File: src/rtl/k16_mem_pkg.sv
// Shared memory-side types and default widths for the K16 core.
// Used by the SM arbiter and any other memory-port logic.
package k16_mem_pkg;

  typedef enum logic [1:0] {
    OWN_NONE,
    OWN_CPU,
    OWN_HOST
  } owner_t;

  localparam int unsigned SmDataWidth = 16;
  localparam int unsigned SmAddrWidth = 8;
  localparam int unsigned PmDataWidth = 24;
  localparam int unsigned PmAddrWidth = 8;

endpackage

File: src/rtl/sm_fair_cnt.sv
// Saturating starvation counter: counts consecutive contested CPU wins.
// sat tells the arbiter the host must be forced in.
module sm_fair_cnt #(
  parameter int unsigned MaxHold = 4
) (
  input  logic clk,
  input  logic rst,
  input  logic inc,
  input  logic clear,
  output logic sat
);

  logic [3:0] cnt_q, cnt_d;

  assign sat = (cnt_q == 4'(MaxHold));

  always_comb begin
    cnt_d = cnt_q;
    if (clear) begin
      cnt_d = '0;
    end else if (inc && !sat) begin
      cnt_d = cnt_q + 4'd1;
    end
  end

  always_ff @(posedge clk) begin
    if (rst) begin
      cnt_q <= '0;
    end else begin
      cnt_q <= cnt_d;
    end
  end

endmodule

File: src/rtl/sm_arbiter.sv
// Two-port arbiter for the K16 stack/data memory: CPU has fixed priority,
// bounded by a starvation guard; read data is routed back to its owner.
module sm_arbiter
  import k16_mem_pkg::*;
#(
  parameter int unsigned DataWidth = SmDataWidth,
  parameter int unsigned AddrWidth = SmAddrWidth,
  parameter int unsigned MaxHold   = 4
) (
  input  logic                 clk,
  input  logic                 rst,
  input  logic                 cpu_req,
  input  logic                 cpu_we,
  input  logic [15:0]          cpu_addr,
  input  logic [DataWidth-1:0] cpu_wdata,
  output logic                 cpu_stall,
  output logic [DataWidth-1:0] cpu_rdata,
  output logic                 cpu_rvalid,
  input  logic                 host_req,
  input  logic                 host_we,
  input  logic [15:0]          host_addr,
  input  logic [DataWidth-1:0] host_wdata,
  output logic                 host_gnt,
  output logic [DataWidth-1:0] host_rdata,
  output logic                 host_rvalid,
  output logic [AddrWidth-1:0] mem_addr,
  output logic [DataWidth-1:0] mem_wdata,
  output logic                 mem_we,
  input  logic [DataWidth-1:0] mem_rdata
);

  owner_t rd_owner_q, rd_owner_d;
  logic   cpu_gnt;
  logic   sat;

  sm_fair_cnt #(
    .MaxHold(MaxHold)
  ) u_fair_cnt (
    .clk  (clk),
    .rst  (rst),
    .inc  (cpu_req & host_req & cpu_gnt),
    .clear(host_gnt | ~host_req),
    .sat  (sat)
  );

  always_comb begin
    host_gnt = !rst && host_req && (!cpu_req || sat);
    cpu_gnt  = !rst && cpu_req && !host_gnt;
    cpu_stall = cpu_req & ~cpu_gnt;

    // With no winner the CPU address is presented as a harmless read.
    mem_addr  = cpu_addr[AddrWidth-1:0];
    mem_wdata = cpu_wdata;
    mem_we    = cpu_gnt & cpu_we;
    if (host_gnt) begin
      mem_addr  = host_addr[AddrWidth-1:0];
      mem_wdata = host_wdata;
      mem_we    = host_we;
    end

    rd_owner_d = OWN_NONE;
    if (cpu_gnt && !cpu_we) begin
      rd_owner_d = OWN_CPU;
    end else if (host_gnt && !host_we) begin
      rd_owner_d = OWN_HOST;
    end
  end

  always_ff @(posedge clk) begin
    if (rst) begin
      rd_owner_q <= OWN_NONE;
    end else begin
      rd_owner_q <= rd_owner_d;
    end
  end

  // A read in flight when reset rises is dropped rather than returned.
  assign cpu_rvalid  = !rst && (rd_owner_q == OWN_CPU);
  assign host_rvalid = !rst && (rd_owner_q == OWN_HOST);
  assign cpu_rdata   = cpu_rvalid  ? mem_rdata : '0;
  assign host_rdata  = host_rvalid ? mem_rdata : '0;

endmodule

File: config.mk
export PLATFORM = sky130hd
export DESIGN_NAME = sm_arbiter
export DESIGN_NICKNAME = d
export VERILOG_FILES = /design/src/rtl/k16_mem_pkg.sv /design/src/rtl/sm_fair_cnt.sv /design/src/rtl/sm_arbiter.sv
export SDC_FILE = /design/constraint.sdc
export NUM_CORES = 1
export LEC_CHECK = 0
export CAP_MARGIN = 15
export CORE_MARGIN = 3
export CORE_UTILIZATION = 23
export CTS_BUF_LIST = sky130_fd_sc_hd__clkbuf_16
export CTS_CLUSTER_DIAMETER = 150
export CTS_CLUSTER_SIZE = 30
export DETAILED_ROUTE_END_ITERATION = 10
export PLACE_DENSITY = 0.84
export SYNTH_ARGS = -nofsm -noshare
export SYNTH_HDL_FRONTEND = slang
export SYNTH_SLANG_ARGS = --single-unit
File: constraint.sdc
create_clock -name clk -period 4.3 [get_ports clk]
set_input_delay 0.86 -clock clk [delete_from_list [all_inputs] [get_ports clk]]
set_output_delay 0.86 -clock clk [all_outputs]
set_load 0.02 [all_outputs]
Word-level counts from Yosys, hierarchy flattened --
Index checks and enable logic that the tools add are counted.
Storage, ports and cells: register bits 6, bits in latches 0, memory bits (writable) 0, ROM bits 0, input port bits 86, output and inout bits 61, logic and storage cells 39, memories kept 0
Operators by class: add/sub/neg operators 1, $mul 0, div/mod/pow operators 0, order comparisons 0, eq/ne operators 3, shift operators 0, muxes and demuxes 7, bitwise operators 7, reductions and logical operators 18
Operators by type and width (count):
- $mux W16 | 3
- $logic_and A1 B1 Y1 | 9
- $mux W8 | 1
- $logic_not A1 Y1 | 6
- $add A4 B1 Y4 const B | 1
- $and A1 B1 Y1 | 4
- $eq A4 B3 Y1 const B | 1
- $reduce_or A2 Y1 | 2
- $eq A2 B1 Y1 const B | 1
- $eq A2 B2 Y1 const B | 1
- $mux W1 | 2
- $mux W2 | 1
- $not A1 Y1 | 2
- $logic_or A1 B1 Y1 | 1
- $or A1 B1 Y1 | 1

Logic depth before layout (Yosys ltp) --
Gate-level depths: netlist of run 1.
depth in word-level cells 7, depth in mapped cells 6, gate-level depth less buffers 5

Cells and area by module --
A second synthesis of run 1 with hierarchy kept.
Unflattened totals: cell total of the unflattened synthesis 103, area total of the unflattened synthesis 957.2 µm²
By module, submodules not included:
- sm_arbiter | instances 1, cells an instance 78, area an instance 728.2 µm², sequential area each 40.0 µm²
- sm_fair_cnt | instances 1, cells an instance 25, area an instance 229.0 µm², sequential area each 80.1 µm²

Least setup slack after synthesis of run 1 --
Ideal clock, no wire load.
path kind input-to-output, start input port rst, end output port mem_addr[0], arrival 1.853 ns, required time 3.440 ns, path slack 1.587 ns, cell stages on the path 4, path buffers 1, path through nand2b_1 a21oi_4 buf_8 mux2_4
On the way: cells in the longest elaborated chain, start to end 4
RTL lines:
- start: declaration | RTL line sm_arbiter.sv:11 | input logic rst,
- $logic_not A1 Y1 | RTL line sm_arbiter.sv:47 | host_gnt = !rst && host_req && (!cpu_req || sat);
- $logic_and A1 B1 Y1 (2 in series) | RTL line sm_arbiter.sv:47
- named net host_gnt | RTL line sm_arbiter.sv:23 | output logic host_gnt,
- $mux W8 | RTL line sm_arbiter.sv:55 | if (host_gnt) begin
- end: declaration | RTL line sm_arbiter.sv:26 | output logic [AddrWidth-1:0] mem_addr,
The timed path passes the listed nets, and every way through them passes these cells.

Final worst setup path of run 1 --
start input port rst, end output port mem_wdata[1]
On the way: cells in the longest elaborated chain, start to end 4
RTL lines:
- $logic_not A1 Y1 | RTL line sm_arbiter.sv:47
- $logic_and A1 B1 Y1 (2 in series) | RTL line sm_arbiter.sv:47
- $mux W16 | RTL line sm_arbiter.sv:55
- end: declaration | RTL line sm_arbiter.sv:27 | output logic [DataWidth-1:0] mem_wdata,
No other way between the ends.

==> results.yml, run 1 <==
outcome:
  outcome: "finished clean"
cts:
  cts_buffer_depth: 2
  cts.clk_slew.worst_paths_ps: 30
  cts_max_level: 1
  clk_latency_ps: 230
  cts_tree: "yes"
  cts_hold_buf: 0
  root_buffer: "clkbuf_16"
  clock-sinks: 6
  postCtsSetupRepairBufs: 0
  post_cts_resized: 0
  cts_buffers: 3
drt:
  routedWlPerCell_um: 13.87
  num_vias: 1174
  wl_um: 3716
  drt-vias-per-instance: 4.381
  first_iter_violations: 17
  detail-route-antenna-nets: 0
  drcViolationCount: 0
  firstDrtPassIters: 4
die:
  start_util: 0.2499
  io-pin-count: 147
  core_mm2: 0.003495
  dieArea_mm2: 0.004572
  rows: 21
  die_w_um: 67.62
  die_y_um: 67.62
pwr:
  power.leakage_nw: 0.9042
  ir_drop_mv: 0.1686
  pwr_density_cell_mw_per_mm2: 168.0
finish:
  n_fill_cell: 281
  nets: 312
  antennaDiodeCount: 0
  register_area_um2: 120.1
  area_growth_pct: 164.2
  drive_gt1_frac: 0.1577
  post-route-util: 0.6602
  multi_input_area_um2: 706.9
yosys:
  synth-seq-area-share: 0.1375
  syn_avg_cell_area_um2: 9.704
  yosys-top-cells-area: "mux2_4 (29%), and2_1 (23%), dfxtp_1 (14%), mux2_2 (9.0%), ha_1 (2.9%)"
  synth_fp_nets: 178
  synth-simple-area-share: 0.3309
  synth_compound_area_frac: 0.03582
  yosysMostFrequentCell: "and2_1"
  yosysTopAreaCell: "mux2_4"
  synthMuxAreaShare: 0.3825
  ys_top_cells_by_count: "and2_1 (32), mux2_4 (17), mux2_2 (7)"
  ys_warn_count: 0
  synth_top_area_share: 0.2923
  synth_edf_count: 0
  synth_cell_type_count: 23
  netlist_area_um2: 873.3
  synth-xor-area-share: 0.02006
  synth_top_family_by_area: "multiplexers"
  async_reset_ff_frac: 0
  ys_ff_latch: 6
  synthAdderAreaFrac: 0.02865
  synthCells: 90
  synth_ff_type: "dfxtp_1"
placed_design:
  dp_hpwl_um: 3176
  place.gp.congestion: 0.6720
  io_buffer_count: 130
  preCtsSetupSlack_ps: 579.0
run:
  max-cap-violations: 0
critical_path:
  critical_path_class: "input port to output port"
  critPathCaptureType: "output port"
  startpoint_type: "input port"
  crit_fanout: 27
  crit_required_ps: 3440
  cp.arrival_ps: 2850
timing:
  worst_slew_pin_slew_ps: 381.1
  period_share: 0.8625
  max_slew_margin: 0.7448
  hold_slack_ps: 482.4
  drv_slew: 0
  setup_ws_ps: 591.1
  setup_viol: 0
  rsz0062_at_grt: "no"
  hold_viol: 0
  finalSetupTns_ps: 0
  max_freq_ghz: 0.2696
  period_needed_ps: 3709
  skew_ps: 1.375
global_route:
  grt_pass1_wl_um: 5306
  grt_max_degree: 28
  antenna_found_initial: 0
  grt_pass1_vias: 1157
  grt_use_total: 0.1556
  overflow: 0
hold_path:
  hp-class: "flip-flop to flip-flop"
-- routing by layer --
metal | up-vias | part of all wire | GRT usage
li1 | 570 | - | -
met2 | 89 | 0.51 | 0.2843
met5 | - | 0 | 0
met3 | 6 | 0.15 | 0.07321
met4 | 0 | 0.016 | 0.05823
met1 | 509 | 0.32 | 0.1501
-- logic make-up (layout without fill, tap and decap cells) --
group                    after synthesis  in the layout
AO/OA/AOI/OAI                          3              3
AND/OR/NAND/NOR                       46             46
flip-flops                             6              6
buffers and inverters                  7            139
adder cells (fa/ha/maj)                2              2
XOR/XNOR                               2              2
multiplexers                          24             24
-- final cells by class --
cell class | instances | area share
Tap cell | 46 | 0.02495
Sequential cell | 6 | 0.05206
Clock buffer | 3 | 0.03254
Inverter | 3 | 0.004881
Timing Repair Buffer | 133 | 0.5792
Multi-Input combinational cell | 77 | 0.3064
-- layout by cell type (no fill, tap or decap), types with 2 or more instances in the layout --
cell / instances
nor2b_1: 2
and2_1: 32
buf_4: 2
nor3b_2: 2
nor2_1: 4
ha_1: 2
clkbuf_16: 3
dfxtp_1: 6
clkdlybuf4s50_1: 130
inv_1: 3
mux2_2: 7
mux2_4: 17
-- state kept, by name, indices dropped and copies added, names as in the netlist --
| signal | flops |
|---|---|
| u_fair_cnt.cnt_q | 4 |
| rd_owner_q | 2 |
-- power by group --
group | switching (mW) | internal [mW] | total (mW)
Clock | 0.0304 | 0.119 | 0.150
Combinational | 0.0623 | 0.118 | 0.180
Sequential | 0.000919 | 0.0572 | 0.0581
Total | 0.0936 | 0.294 | 0.388
-- final timing paths --
kind	start	endpoint	slack, ps	depth (start not counted)
worst max-delay path	rst	mem_wdata[1]	590	6
worst min-delay path	u_fair_cnt.cnt_q[0]	u_fair_cnt.cnt_q[0]	480	1
worst max register to register	u_fair_cnt.cnt_q[0]	u_fair_cnt.cnt_q[3]	2740	5
worst min register to register	u_fair_cnt.cnt_q[0]	u_fair_cnt.cnt_q[0]	480	1
-- critical path: stages --
cell             delay (ps)
clkdlybuf4s50_1         480
nand2b_1                220
a21oi_4                 150
buf_12                  220
mux2_2                  350
clkdlybuf4s50_1         550
-- metrics by stage --
step | area (um^2) | total power [mW] | cells
after global routing | 2307 | 0.4052 | 268
final | 2307 | 0.3877 | 268
after CTS | 2307 | 0.3912 | 268
after global placement | 2232 | 0.2365 | 265
after detailed placement | 2232 | 0.2395 | 265
after floorplan | 873.3 | 0.1281 | 90
Power figures use the tool's default switching activity.
==> inputs of run 2 (changes only) <==
--- a/config.mk
+++ b/config.mk
@@ -5,7 +5,6 @@
 export SDC_FILE = /design/constraint.sdc
 export NUM_CORES = 1
 export LEC_CHECK = 0
-export CAP_MARGIN = 15
 export CORE_MARGIN = 3
 export CORE_UTILIZATION = 23
 export CTS_BUF_LIST = sky130_fd_sc_hd__clkbuf_16
==> results of run 2 <==
No change in the layout: final DEF, timing and power equal those of run 1.
==> inputs of run 3 (changes only) <==
--- a/config.mk
+++ b/config.mk
@@ -15,3 +15,4 @@
 export SYNTH_ARGS = -nofsm -noshare
 export SYNTH_HDL_FRONTEND = slang
 export SYNTH_SLANG_ARGS = --single-unit
+export TNS_END_PERCENT = 100
==> results of run 3 <==
No change in the layout: final DEF, timing and power equal those of run 1.
